`config.mk`:
```
export PLATFORM = sky130hd
export DESIGN_NAME = scan_chain_ctrl
export DESIGN_NICKNAME = d
export VERILOG_FILES = /design/src/rtl/scan_chain_ctrl.sv
export SDC_FILE = /design/constraint.sdc
export NUM_CORES = 1
export LEC_CHECK = 0
export ABC_AREA = 1
export CORE_ASPECT_RATIO = 0.8
export CORE_MARGIN = 8
export CORE_UTILIZATION = 40
export CTS_CLUSTER_SIZE = 28
export DETAILED_ROUTE_END_ITERATION = 12
export SETUP_SLACK_MARGIN = 0.3
export SLEW_MARGIN = 30
export SYNTH_ARGS = -nofsm -noshare
export SYNTH_HDL_FRONTEND = slang
export SYNTH_SLANG_ARGS = --single-unit
```
`constraint.sdc`:
```
create_clock -name clk -period 1.92 [get_ports clk]
set_input_delay 0.48 -clock clk [delete_from_list [all_inputs] [get_ports clk]]
set_output_delay 0.48 -clock clk [all_outputs]
set_load 0.1 [all_outputs]
```
`src/rtl/scan_chain_ctrl.sv`:
```
`default_nettype none
// ============================================================================
//  Module      : scan_chain_ctrl
//  Description : Scan chain sequencer. Loads a pattern serially, issues
//                one functional capture cycle, unloads the response into a
//                parallel word and compares it against a latched expected
//                word.
//  Revision    : 1.0  initial release
// ============================================================================
module scan_chain_ctrl #(
    parameter int CHAIN_LEN = 8,
    parameter int CNT_W     = 7
) (
    input  logic                 clk,
    input  logic                 reset,
    input  logic                 start,
    input  logic [CHAIN_LEN-1:0] pattern_in,
    input  logic [CHAIN_LEN-1:0] expected_in,
    input  logic                 scan_out,
    output logic                 scan_en,
    output logic                 scan_in,
    output logic                 busy,
    output logic                 done,
    output logic [CHAIN_LEN-1:0] response,
    output logic                 mismatch
);

    typedef enum logic [2:0] {
        S_IDLE      = 3'd0,
        S_SHIFT_IN  = 3'd1,
        S_CAPTURE   = 3'd2,
        S_SHIFT_OUT = 3'd3,
        S_DONE      = 3'd4
    } state_t;

    state_t               state_q,    state_d;
    logic [CNT_W-1:0]     cnt_q,      cnt_d;
    logic [CHAIN_LEN-1:0] pattern_q,  pattern_d;
    logic [CHAIN_LEN-1:0] expected_q, expected_d;
    logic [CHAIN_LEN-1:0] response_q, response_d;
    logic                 scan_en_q,  scan_en_d;
    logic                 scan_in_q,  scan_in_d;
    logic                 mismatch_q, mismatch_d;
    logic                 last_shift;

    // The same counter paces both shift phases; it restarts at zero on each
    // phase entry, so the terminal compare also covers CHAIN_LEN=1.
    assign last_shift = (cnt_q == CNT_W'(CHAIN_LEN - 1));

    // Next-state, counter, serial data and response assembly.
    always_comb begin
        state_d    = state_q;
        cnt_d      = cnt_q;
        pattern_d  = pattern_q;
        expected_d = expected_q;
        response_d = response_q;
        scan_en_d  = scan_en_q;
        scan_in_d  = scan_in_q;
        mismatch_d = mismatch_q;

        case (state_q)
            S_IDLE: begin
                if (start) begin
                    pattern_d  = pattern_in;
                    expected_d = expected_in;
                    response_d = '0;
                    mismatch_d = 1'b0;
                    cnt_d      = '0;
                    scan_en_d  = 1'b1;
                    scan_in_d  = pattern_in[0];
                    state_d    = S_SHIFT_IN;
                end
            end

            S_SHIFT_IN: begin
                if (last_shift) begin
                    cnt_d     = '0;
                    scan_en_d = 1'b0;
                    scan_in_d = 1'b0;
                    state_d   = S_CAPTURE;
                end else begin
                    cnt_d = cnt_q + CNT_W'(1);
                    // Present the bit the chain will take at the next edge.
                    for (int i = 1; i < CHAIN_LEN; i++) begin
                        if (cnt_q == CNT_W'(i - 1)) begin
                            scan_in_d = pattern_q[i];
                        end
                    end
                end
            end

            S_CAPTURE: begin
                scan_en_d = 1'b1;
                scan_in_d = 1'b0;
                state_d   = S_SHIFT_OUT;
            end

            S_SHIFT_OUT: begin
                for (int i = 0; i < CHAIN_LEN; i++) begin
                    if (cnt_q == CNT_W'(i)) begin
                        response_d[i] = scan_out;
                    end
                end
                if (last_shift) begin
                    cnt_d      = '0;
                    scan_en_d  = 1'b0;
                    // Compare the completed word, including the final bit.
                    mismatch_d = (response_d != expected_q);
                    state_d    = S_DONE;
                end else begin
                    cnt_d = cnt_q + CNT_W'(1);
                end
            end

            S_DONE: begin
                state_d = S_IDLE;
            end

            default: begin
                state_d   = S_IDLE;
                scan_en_d = 1'b0;
                scan_in_d = 1'b0;
            end
        endcase
    end

    // State register with synchronous reset taking priority over everything.
    always_ff @(posedge clk) begin
        if (reset) begin
            state_q    <= S_IDLE;
            cnt_q      <= '0;
            pattern_q  <= '0;
            expected_q <= '0;
            response_q <= '0;
            scan_en_q  <= 1'b0;
            scan_in_q  <= 1'b0;
            mismatch_q <= 1'b0;
        end else begin
            state_q    <= state_d;
            cnt_q      <= cnt_d;
            pattern_q  <= pattern_d;
            expected_q <= expected_d;
            response_q <= response_d;
            scan_en_q  <= scan_en_d;
            scan_in_q  <= scan_in_d;
            mismatch_q <= mismatch_d;
        end
    end

    assign scan_en  = scan_en_q;
    assign scan_in  = scan_in_q;
    assign busy     = (state_q == S_SHIFT_IN) || (state_q == S_CAPTURE) ||
                      (state_q == S_SHIFT_OUT);
    assign done     = (state_q == S_DONE);
    assign response = response_q;
    assign mismatch = mismatch_q;

endmodule
`default_nettype wire

```
## Yosys cells after proc, flatten, opt, wreduce, memory -nomap -nowiden

Cells that the tools add are included.

| word-level totals | value |
|---|---|
| register bits after elaboration | 37 |
| input bits | 20 |
| output and inout port bits | 13 |
| logic and storage cells | 84 |

| operators by class | value |
|---|---|
| add/subtract/negate cells | 1 |
| equality and inequality tests | 17 |
| mux-type cells | 41 |
| bitwise operators | 2 |
| reductions and logical operators | 15 |

Operators with widths:

| kind | count |
|---|---|
| 1-bit two-way mux | 29 |
| 7-bit by 3-bit equality test with 1-bit output, second input constant | 4 |
| 8-bit one-hot mux with 2 select lines | 1 |
| 7-bit by 2-bit equality test with 1-bit output, second input constant | 2 |
| 7-bit two-way mux | 2 |
| 7-bit one-hot mux with 2 select lines | 1 |
| 3-bit one-hot mux with 4 select lines | 1 |
| 3-bit AND reduction | 4 |
| 3-bit two-way mux | 3 |
| 9-bit != test, second input constant | 1 |
| 8-bit two-way mux | 1 |
| 8-bit != test | 1 |
| 7-bit by 1-bit adder with 7-bit output, second input constant | 1 |
| 7-bit by 1-bit equality test with 1-bit output, second input constant | 1 |
| 7-bit zero test | 1 |
| 3-bit by 2-bit equality test with 1-bit output, second input constant | 2 |
| 2-bit != test, second input constant | 3 |
| 2-bit AND reduction | 3 |
| 1-bit one-hot mux with 4 select lines | 1 |
| 2-bit nonzero test | 2 |
| 2-bit OR reduction | 2 |
| 3-bit by 1-bit equality test with 1-bit output, second input constant | 1 |
| 3-bit equality test, second input constant | 1 |
| 3-bit zero test | 1 |
| other kinds (5) | 7 |

## Longest topological paths before layout

| depth | value |
|---|---|
| word-level depth | 10 |
| gate-level depth with buffers | 14 |
| mapped depth without buffers | 14 |

## Worst setup path before layout

OpenSTA, ideal clock, no wires.

| timing path | value |
|---|---|
| path kind | reg-to-reg |
| start | reg state_q[2] |
| end | reg scan_in_q (netlist: scan_in) |
| setup time | 117 ps |
| data arrival time | 2,319 ps |
| required time | 1,803 ps |
| slack | -515 ps |
| stages on the path, launching flop included | 8 |
| buffers on the path | 0 |
| period minus slack after synthesis | 2,435 ps |
| path through | dfxtp_1 > inv_1 > nor2_1 > nor2_1 > nand3_1 > nand2_1 > nand2_1 > a21oi_1 |

| on the way | value |
|---|---|
| cells in the longest elaborated chain, start to end | 4 |
| elaborated cells on any way between the ends | 10 |
| classes of those cells | 5 x eq/ne; 1 x mux; 1 x bitwise; 3 x reduce/logical |

Ends and longest elaborated chain:

| element | RTL line | RTL |
|---|---|---|
| start, declared | 36 | `state_t state_q, state_d;` |
| start signal, assigned | 139 | `state_q <= state_d;` |
| 3-bit equality test (*) | -- |  |
| named net done | 23 | `output logic done,` |
| 2-bit OR reduction (no source line) (*) | -- |  |
| 1-bit inverter (no source line) | -- |  |
| 3-bit AND reduction (no source line) | -- |  |
| end signal, assigned | 145 | `scan_in_q <= scan_in_d;` |
| end, declared | 42 | `logic scan_in_q, scan_in_d;` |

Mark *: on every way through the listed nets, which the timed path passes. The rest lies on a longest branch.
A chain may end at the register's enable or synchronous reset.

## Worst setup path in the final report

| timing path | value |
|---|---|
| start | reg cnt_q[4] |
| end | reg mismatch_q (netlist: mismatch) |

| on the way | value |
|---|---|
| cells in the longest elaborated chain, start to end | 6 |
| elaborated cells on any way between the ends | 29 |
| classes of those cells | 9 x eq/ne; 18 x mux; 2 x reduce/logical |

Ends and longest elaborated chain:

| element | RTL line | RTL |
|---|---|---|
| start, declared | 37 | `logic [CNT_W-1:0] cnt_q, cnt_d;` |
| start signal, assigned | 140 | `cnt_q <= cnt_d;` |
| 7-bit by 1-bit equality test with 1-bit output (tied with other cells) | 100 | `if (cnt_q == CNT_W'(i)) begin` |
| 1-bit two-way mux | 100 |  |
| 1-bit two-way mux | 61 | `case (state_q)` |
| 8-bit != test | 108 | `mismatch_d = (response_d != expected_q);` |
| 1-bit two-way mux | 104 | `if (last_shift) begin` |
| 1-bit one-hot mux with 2 select lines | 61 |  |
| end signal, assigned | 146 | `mismatch_q <= mismatch_d;` |
| end, declared | 43 | `logic mismatch_q, mismatch_d;` |

Parallel ways exist; a longest one is shown, timed or not. The select of a mux whose other input is x is not followed.

==> run metrics <==
Max transition margin 70.3%; syn_nets 341; TritonCTS clock tree yes; highest clock rate about 0.6 GHz; Clk pwr share ~33%; Nets 400; I/O Buffers 32; Internal 1.52 mW; syn avg cell area 6.58 um2; Vias approximately 2200; Worst Hold Launch pattern_q[5]; drt pass-1 iters 4; Buffers & Inverters on Critical Path 2; routability-driven placement congestion ratio 0.886; drt via density 4.95; GR Util met3 3.77%; Fin Setup TNS 0 ps; die area 0.00779 mm2; layout overhead on the synthesized area 53.7%; skew final 7.19 ps; pwr dens around 710 mW/mm2; NetSw 754 uW; IO Pins 33; R2R Path End mismatch; Max-Cap Viols 0; finished layout cell area between 0.003 and 0.004 mm2; Worst Path Arrival 1820 ps; vias in the first global route 2023; cells after synthesis 317; gr usage total 14.4%; leakage 1.35 nW; DRC 0; family with the most delay on the worst path simple AND/OR/NAND/NOR gates; Worst-Skew Late Latency 290 ps; GR met2 Demand/Resource 22.6%; Worst Setup Start Kind flop; ys async rst share 0%; WP data required around 2100 ps; Final Non-Filler Cells 439; DRT iter0 DRCs 122; placed instance area around 0.0026 mm2; register-to-register setup slack between 200 and 300 ps; clock tree buffer depth 2; Hold Vio Cnt, Final 0; Max FO, Critical Path 6; hold crit path type flop to flop; Remaining Overflow, GRT 0; most used cell, CP nand2_1; synthesized cell area roughly 0.0021 mm2; Die Y 80.6 um; Power, Total 2.28 mW; Placed Cells around 400; worst setup margin 280 ps; Setup Viol. Count Final 0; initial antenna violation count 0; met1 usage 18.9%; sequential fraction of the synthesis area roughly a third; width of the die about 97 um; Reg2Reg Depth 13; largest stage delay on the critical path 360 ps; post-DP HPWL ~4.2 mm; Syn. warnings 0; combinational power share roughly 30%; Final ANT Viol Nets 0; Post-synth EDFFs 0; largest net degree at the start of global routing 19; post-place setup slack -25.3 ps; worst slew pin tran 446 ps; global-route layer with the greatest usage met2; layout cell share with drive strength beyond 1 35.8%; FF+latch count, synth 36; RR Startpoint cnt_q[4]; Hold Crit Endpoint pattern_q[5]; Num CTS Buffers 5; critical path cell sequence inv_2 > nand2_2 > nor2_4 > buf_12 > nand2_4 > nand2_4 > nand3_2 > nand2_1 > nand2_1 > nor2_2 > nand2_1 > nand2_1 > a21oi_2; Slowest-stage cell, CP dfxtp_4; Starting Density 41.6%; hold path depth 2; Max VDD drop approximately 0.56 mV; row cnt 23; Tmin final 1640 ps; Final Cycle Share 85.4%; core area around 0.005 mm2; Clock transition at path regs roughly 80 ps; sw frac 33.2%; Flop pwr share 37.4%; H-tree Lvls 2; synth unique cells 28; Crit. End Element flop; Routed WL 6.00 mm; RSZ-0062 raised after global routing yes; Clock Sinks 36; crit path kind flop to flop; ys flop type dfxtp_1; Pins Over Slew Limit 0; status complete, no violations; Root Driver clkbuf_8; antenna diode count 0; first-pass GRT wire length 9.29 mm; routed len/inst 13.7 um
[power by group through the flow]
stage,logic [mW],registers [mW],clock network [mW]
6_report,0.685,0.851,0.740
3_3_place_gp,0.601,0.861,0
3_5_place_dp,0.601,0.860,0
4_1_cts,0.624,0.845,0.752
5_1_grt,0.748,0.858,0.782
2_1_floorplan,0.352,0.911,0
[cell usage in the layout (no fill, tap or decap), types with 2 or more instances in the layout]
| cell type | Yosys | routed |
|---|---|---|
| a21oi_1 | 37 | 36 |
| inv_4 | 0 | 2 |
| nand3_4 | 0 | 2 |
| nor2_4 | 4 | 12 |
| buf_4 | 1 | 24 |
| clkdlybuf4s50_1 | 0 | 18 |
| nand2_2 | 6 | 15 |
| dfxtp_4 | 0 | 5 |
| a21oi_2 | 2 | 3 |
| nand2_1 | 77 | 63 |
| nor2_2 | 9 | 5 |
| inv_2 | 6 | 9 |
| o21ai_0 | 13 | 13 |
| buf_12 | 0 | 15 |
| nand2_4 | 2 | 7 |
| nand3_1 | 37 | 29 |
| dfxtp_2 | 0 | 12 |
| nand3_2 | 0 | 6 |
| inv_1 | 43 | 38 |
| ha_4 | 0 | 4 |
| nor3b_1 | 2 | 2 |
| nor3_1 | 4 | 3 |
| nor2_1 | 17 | 13 |
| clkbuf_8 | 0 | 7 |
| nor4_1 | 2 | 2 |
| buf_6 | 2 | 3 |
| dfxtp_1 | 36 | 19 |
[registers in the layout, indices dropped and copies added, names as in the netlist]
name,flops
cnt_q,7
expected_q,8
mismatch,1
pattern_q,7
response,8
scan_en,1
scan_in,1
state_q,3
[cells in the mapped netlist (4+ instances only)]
library cell,count,share of area [%]
nand2_1,77,14
inv_1,43,7.7
a21oi_1,37,8.9
nand3_1,37,8.9
dfxtp_1,36,35
nor2_1,17,3.1
o21ai_0,13,3.1
nor2_2,9,2.7
inv_2,6,1.1
nand2_2,6,1.8
clkbuf_1,4,0.72
ha_1,4,2.4
nor2_4,4,2.2
nor3_1,4,0.96
[cell families after synthesis]
family,Yosys count,share of synthesized area (%)
AND/OR/NAND/NOR,162,36.9
buffers and inverters,58,11.5
AO/OA/AOI/OAI,56,14.2
flip-flops,36,34.6
adder cells (fa/ha/maj),4,2.40
XOR/XNOR,1,0.420
[timing repair]
item / in CTS / in global routing
gates resized for setup: 17 / 55
buffers inserted: 10 / 11
pin swaps: 9 / 19
hold buffers: 0 / 0
setup endpoints to repair: 3 / 6
[per-layer routing]
layer	wire length (um)	vias to the layer above
met2	2690	64
met4	85	0
li1	-	1127
met1	2900	971
met3	326	12
met5	0	-
[tightest hold or removal path, cell delays in order (launching register included)]
cell,delay (ps)
dfxtp_1,300
inv_1,60
a21oi_1,60
[metrics by stage]
stage | hold slack, ps | utilization [%]
6_report | 462 | 64.0
5_1_grt | 489 | 64.0
4_1_cts | 462 | 58.0
3_5_place_dp | 450 | 52.8
3_3_place_gp | 450 | 52.8
2_1_floorplan | 430 | -
[worst max-delay path by stage]
stage                     startpoint        to  slack (ps)  depth (start not counted)
after global placement      scan_out  mismatch           5                         10
after global routing        cnt_q[4]  mismatch         180                         13
after CTS                 state_q[0]      busy         300                          4
final                       cnt_q[4]  mismatch         280                         13
after detailed placement    scan_out  mismatch         -30                         10
after floorplan           state_q[1]      done         340                          3
[final cells by class]
class | instances | area (um2)
sequential | 36 | 754
inverter | 49 | 189
clock buffer | 7 | 96.3
timing repair buffer | 61 | 703
clock inverter | 1 | 30.0
multi-input combinational | 223 | 1350
fill | 440 | 1800
tap | 62 | 77.6
Power figures use the tool's default switching activity.
